**src/rtl/pipeline_hazard_ctrl.sv**
```systemverilog
`default_nettype none
// ============================================================================
// Module      : pipeline_hazard_ctrl
// Description : Central stall/flush sequencer for a 5-stage RISC-V pipeline
//               (IF, ID, EX, MEM, WB). Resolves load-use stalls, taken-branch
//               flushes and whole-pipeline freezes while a multi-cycle data
//               memory is busy. A watchdog halts the core when the memory
//               stays busy for MEM_TIMEOUT consecutive cycles.
//
// Ports       : clk, reset (sync, active-low)
//               ID hazard inputs  : id_valid, id_rs1, id_rs2, id_uses_rs2
//               EX hazard inputs  : ex_rd, ex_memread, ex_branch_taken
//               MEM hazard inputs : mem_req, dmem_ready
//               Pipeline controls : pc_we, pc_sel_branch, if_id_we,
//                                   if_id_flush, id_ex_we, id_ex_flush,
//                                   ex_mem_we, mem_wb_bubble
//               Status            : halted, stall_cycles, flush_count
//
// Options     : HAZARD_PERF_CNT_EN - when defined, stall_cycles/flush_count
//               are saturating counters; otherwise both are tied to zero.
//
// Revision    : 1.0 - initial release
// ============================================================================
module pipeline_hazard_ctrl #(
    parameter int MEM_TIMEOUT = 16,
    parameter int CNT_W       = 32
) (
    input  logic             clk,
    input  logic             reset,
    input  logic             id_valid,
    input  logic [4:0]       id_rs1,
    input  logic [4:0]       id_rs2,
    input  logic             id_uses_rs2,
    input  logic [4:0]       ex_rd,
    input  logic             ex_memread,
    input  logic             ex_branch_taken,
    input  logic             mem_req,
    input  logic             dmem_ready,
    output logic             pc_we,
    output logic             pc_sel_branch,
    output logic             if_id_we,
    output logic             if_id_flush,
    output logic             id_ex_we,
    output logic             id_ex_flush,
    output logic             ex_mem_we,
    output logic             mem_wb_bubble,
    output logic             halted,
    output logic [CNT_W-1:0] stall_cycles,
    output logic [CNT_W-1:0] flush_count
);

    localparam int WAIT_W = $clog2(MEM_TIMEOUT + 1);
    // wait_cnt holds the number of frozen cycles already completed; the
    // cycle in which it equals this value is the MEM_TIMEOUT-th one.
    localparam logic [WAIT_W-1:0] c_last_wait = WAIT_W'(MEM_TIMEOUT - 1);

    typedef enum logic [1:0] {
        S_RUN      = 2'd0,
        S_MEM_WAIT = 2'd1,
        S_HALT     = 2'd2
    } state_t;

    state_t            r_state;
    logic              r_branch_pending;
    logic [WAIT_W-1:0] r_wait_cnt;

    logic w_load_use;
    logic w_mem_stall;
    logic w_active;
    logic w_freeze;
    logic w_branch;
    logic w_lu_stall;

    assign w_load_use  = ex_memread & (ex_rd != 5'd0) & id_valid &
                         ((ex_rd == id_rs1) | (id_uses_rs2 & (ex_rd == id_rs2)));
    assign w_mem_stall = mem_req & ~dmem_ready;
    assign w_active    = reset & (r_state != S_HALT);

    // In MEM_WAIT the freeze holds until the memory answers; mem_req is not
    // re-examined because the MEM stage itself is frozen.
    assign w_freeze    = w_active &
                         (((r_state == S_RUN)      & w_mem_stall) |
                          ((r_state == S_MEM_WAIT) & ~dmem_ready));

    // A branch seen while the memory was busy is replayed on the release cycle.
    assign w_branch    = w_active & ~w_freeze & (ex_branch_taken | r_branch_pending);
    assign w_lu_stall  = w_active & ~w_freeze & ~w_branch & w_load_use;

    assign halted      = (r_state == S_HALT);

    // Mealy outputs: defaults describe the frozen/halted pipeline.
    always_comb begin
        pc_we         = 1'b0;
        pc_sel_branch = 1'b0;
        if_id_we      = 1'b0;
        if_id_flush   = 1'b0;
        id_ex_we      = 1'b0;
        id_ex_flush   = 1'b0;
        ex_mem_we     = 1'b0;
        mem_wb_bubble = 1'b1;
        if (!reset) begin
            if_id_flush = 1'b1;
            id_ex_flush = 1'b1;
        end else if (w_branch) begin
            pc_we         = 1'b1;
            pc_sel_branch = 1'b1;
            if_id_we      = 1'b1;
            if_id_flush   = 1'b1;
            id_ex_we      = 1'b1;
            id_ex_flush   = 1'b1;
            ex_mem_we     = 1'b1;
            mem_wb_bubble = 1'b0;
        end else if (w_lu_stall) begin
            id_ex_we      = 1'b1;
            id_ex_flush   = 1'b1;
            ex_mem_we     = 1'b1;
            mem_wb_bubble = 1'b0;
        end else if (w_active & ~w_freeze) begin
            pc_we         = 1'b1;
            if_id_we      = 1'b1;
            id_ex_we      = 1'b1;
            ex_mem_we     = 1'b1;
            mem_wb_bubble = 1'b0;
        end
    end

    always_ff @(posedge clk) begin
        if (!reset) begin
            r_state          <= S_RUN;
            r_branch_pending <= 1'b0;
            r_wait_cnt       <= '0;
        end else begin
            case (r_state)
                S_RUN: begin
                    if (w_mem_stall) begin
                        r_branch_pending <= ex_branch_taken;
                        r_wait_cnt       <= WAIT_W'(1);
                        r_state          <= (MEM_TIMEOUT <= 1) ? S_HALT : S_MEM_WAIT;
                    end
                end
                S_MEM_WAIT: begin
                    if (dmem_ready) begin
                        r_state          <= S_RUN;
                        r_branch_pending <= 1'b0;
                        r_wait_cnt       <= '0;
                    end else if (r_wait_cnt >= c_last_wait) begin
                        r_state          <= S_HALT;
                    end else begin
                        r_wait_cnt       <= r_wait_cnt + WAIT_W'(1);
                    end
                end
                S_HALT: begin
                    r_state <= S_HALT;
                end
                default: begin
                    r_state <= S_RUN;
                end
            endcase
        end
    end

`ifdef HAZARD_PERF_CNT_EN
    logic             w_stall_inc;
    logic             w_flush_inc;
    logic [CNT_W-1:0] r_stall_cycles;
    logic [CNT_W-1:0] r_flush_count;

    assign w_stall_inc = w_freeze | w_lu_stall;
    assign w_flush_inc = w_branch;

    // Both counters stick at all-ones instead of wrapping.
    always_ff @(posedge clk) begin
        if (!reset) begin
            r_stall_cycles <= '0;
            r_flush_count  <= '0;
        end else begin
            if (w_stall_inc && (r_stall_cycles != {CNT_W{1'b1}})) begin
                r_stall_cycles <= r_stall_cycles + CNT_W'(1);
            end
            if (w_flush_inc && (r_flush_count != {CNT_W{1'b1}})) begin
                r_flush_count <= r_flush_count + CNT_W'(1);
            end
        end
    end

    assign stall_cycles = r_stall_cycles;
    assign flush_count  = r_flush_count;
`else
    assign stall_cycles = '0;
    assign flush_count  = '0;
`endif

endmodule
`default_nettype wire
```
**config.mk**
```make
export PLATFORM = sky130hd
export DESIGN_NAME = pipeline_hazard_ctrl
export DESIGN_NICKNAME = d
export VERILOG_FILES = /design/src/rtl/pipeline_hazard_ctrl.sv
export SDC_FILE = /design/constraint.sdc
export NUM_CORES = 1
export LEC_CHECK = 0
export ABC_AREA = 1
export CORE_ASPECT_RATIO = 2
export CORE_MARGIN = 3
export CORE_UTILIZATION = 30
export CTS_CLUSTER_DIAMETER = 30
export DETAILED_ROUTE_END_ITERATION = 6
export PLACE_DENSITY = 0.72
export SYNTH_ARGS = -nofsm -noshare
export SYNTH_HDL_FRONTEND = slang
export SYNTH_SLANG_ARGS = --single-unit
```
**constraint.sdc**
```tcl
create_clock -name clk -period 4.13 [get_ports clk]
set_input_delay 1.239 -clock clk [delete_from_list [all_inputs] [get_ports clk]]
set_output_delay 1.239 -clock clk [all_outputs]
set_load 0.02 [all_outputs]
```
==> flow_summary.yaml <==
synth:
  post_synth.cell_area_avg_um2: 6.312
  synth.area.top_cells: "buf_4, dfxtp_1, nand2_1, inv_1, nor2_1"
  ys_seq_elements: 8
  synth_top_family_by_area: "buffers and inverters"
  yosys_warnings: 0
  yosys.area.top_type: "buf_4"
  syn-instance-count: 200
  synth_simple_gate_area_share_pct: 31.71
  yosysSeqAreaShare_pct: 12.69
  synthAdderAreaFrac_pct: 1.982
  syn-cell-area_um2: 1262
  synth_xor_xnor_area_share_pct: 0.6938
  synth_mux_area_share_pct: 0
  synth-compound-area-share_pct: 4.658
  yosysTopAreaCellShare_pct: 39.25
  synth_cell_types: 26
grt:
  grt_max_degree: 8
  track_usage_pct: 8.770
  overflow: 0
  grt_antenna_before_repair: 0
  grt_pass1_wl_um: 3374
  grt_pass1_vias: 877
critical_path:
  crit_required_ns: 2.89
  cp_slowest_cell: "clkdlybuf4s50_1"
  cp.arrival_ns: 2.76
  crit_type: "in -> out"
  cp_cell_sequence: "clkdlybuf4s50_1 > inv_2 > nand3_2 > nand4_4 > inv_1 > clkdlybuf4s50_1"
  cpMostUsedCell: "clkdlybuf4s50_1"
  cp-end-kind: "primary output"
  critPathLaunchType: "input port"
  cp_slowest_stage_delay_ns: 0.61
  cp_max_fo: 5
floorplanning:
  die-area_um2: 5070
  die_x_um: 51.87
  rows: 32
  dieHeight_um: 97.74
  core_um2: 3964
  ioPinCount: 96
  initial_core_util_pct: 31.85
drt:
  via_per_inst: 3.781
  drc: 0
  avgRoutedWirePerCell_um: 8.250
  vias: 1089
  postRouteAntennaNets: 0
  routed_wl_um: 2376
  firstDrtPassIters: 4
  drt_iter0_markers: 10
clock_network:
  cts_setup_buffers: 0
  cts_buffers: 3
  cts_htree_levels: 1
  path_clk_slew_ns: 0.04
  cts_sinks: 8
  cts_tree: "yes"
  clock_path_buffers: 2
  clk_latency_ns: 0.24
  clockRootBuffer: "clkbuf_8"
final_layout:
  synthToLayoutAreaGrowth_pct: 16.06
  layout-drive-gt1-share_pct: 10.13
  final_util_pct: 36.96
  nFillCells: 447
  diodes: 0
  finalNetCount: 264
power_and_ir_drop:
  p_int_mw: 0.1918
  clockPowerShare_pct: 30.0
  p_sw_share_pct: 41.63
  p_seq_share_pct: 25.4
  p_leak_nw: 0.8542
  power.density_nw_per_um2: 224.3
  p_total_mw: 0.3286
  ir_worst_vdd_uv: 95.39
  combPwrFrac_pct: 44.7
  p_sw_mw: 0.1368
timing:
  timing.fmax_ghz: 0.2504
  period_minus_slack_ns: 3.994
  finalSetupViolCount: 0
  clock-skew-final_ns: 0.003552
  hold_ws_ns: 0.4735
  period_share_pct: 96.71
  fin_tns_setup_ns: 0
  final_hold_viol_count: 0
  drv_slew: 0
  grt_setup_unrepaired: "false"
placed_design:
  gp_congestion: 0.7256
  port_buffers: 31
  dp.final_hpwl_um: 2148
run:
  max-cap-violations: 0
status:
  status: "complete, no violations"
hold_path:
  hp-class: "reg -> reg"
## final cells by class
type / instances / area (um^2) / area share (%)
Multi-Input combinational cell: 160 / 733.2 / 50.04
Tap cell: 51 / 63.81 / 4.355
Sequential cell: 8 / 160.2 / 10.93
Clock buffer: 3 / 41.29 / 2.818
Timing Repair Buffer: 37 / 356.6 / 24.34
Inverter: 29 / 110.1 / 7.515
## stage by stage
step	instance area [um^2]	cells	setup WS, ns
finish	1465	288	0.1360
detailed placement	1423	285	-0.1262
floorplan	1499	263	0.6603
global route	1465	288	0.01891
CTS	1460	288	0.006995
global placement	1423	285	-0.1320
## placed cells by master (no fill, tap or decap), drive strengths merged, types with 3 or more instances in the layout
master and count:
a21oi 7, buf 6, clkbuf 3, clkdlybuf4s50 26, conb 64, dfxtp 8
dlygate4sd2 3, inv 28, nand2 46, nand3 9, nor2 21
## worst paths after layout
path,from,to,slack [ns],depth (start not counted)
worst max-delay path,dmem_ready,id_ex_we,0.14,6
worst min-delay path,r_wait_cnt[4],r_wait_cnt[4],0.47,2
worst max register to register,r_wait_cnt[0],r_state[1],2.51,10
worst min register to register,r_wait_cnt[4],r_wait_cnt[4],0.47,2
## state kept, by name, indices dropped and copies added (netlist names)
register and cells:
r_wait_cnt 5, r_state 2, r_branch_pending 1
## critical path, delay by kind of cell
| family | cells | cell delay (ns) |
|---|---|---|
| AND/OR/NAND/NOR | 2 | 0.24 |
| buffers and inverters | 4 | 1.28 |
## metal layers
metal / part of all wire (%) / track usage, % / up-vias
met3: 13 / 1.374 / 7
li1: - / - / 549
met5: 0 / 0 / -
met2: 56 / 17.65 / 79
met1: 28 / 6.729 / 454
met4: 2.8 / 6.061 / 0
## cell families (layout without fill, tap and decap cells)
| kind of cell | count (synthesis) | count (layout) |
|---|---|---|
| buffers and inverters | 95 | 69 |
| xor gates and xnor gates | 1 | 1 |
| AOI/OAI and AO/OA | 10 | 10 |
| adders and majority gates | 2 | 2 |
| and+or+nand+nor | 83 | 83 |
| other | 1 | 64 |
| DFF | 8 | 8 |
## Yosys cell counts
cell type / n
inv_2: 2
a21boi_1: 1
nor2_4: 2
o21ai_0: 1
xnor2_1: 1
nor2_2: 2
nand3_1: 8
a21oi_2: 1
conb_1: 1
or2_2: 1
buf_4: 66
nand2_1: 42
nand4_1: 1
nand4_4: 1
nor2_1: 17
nand3_2: 1
clkinv_2: 1
a21oi_1: 6
nand3b_1: 2
nand2_4: 2
ha_1: 2
nand2_2: 2
inv_1: 26
dfxtp_1: 8
o211ai_1: 1
nor3_1: 2
## timing repair
action	4_1_cts	5_1_grt
endpoints found under the setup margin	3	2
hold buffers	0	0
gates resized for setup	3	2
## power groups by stage
| stage | sequential (mW) | clock (mW) | combinational (mW) |
|---|---|---|---|
| final | 0.0833 | 0.0985 | 0.147 |
| after CTS | 0.0832 | 0.0997 | 0.147 |
| after floorplan | 0.0839 | 0 | 0.148 |
| after detailed placement | 0.0845 | 0 | 0.148 |
| after global placement | 0.0844 | 0 | 0.148 |
| after global routing | 0.0833 | 0.100 | 0.161 |
No activity file was read; power rests on OpenSTA's default activity.
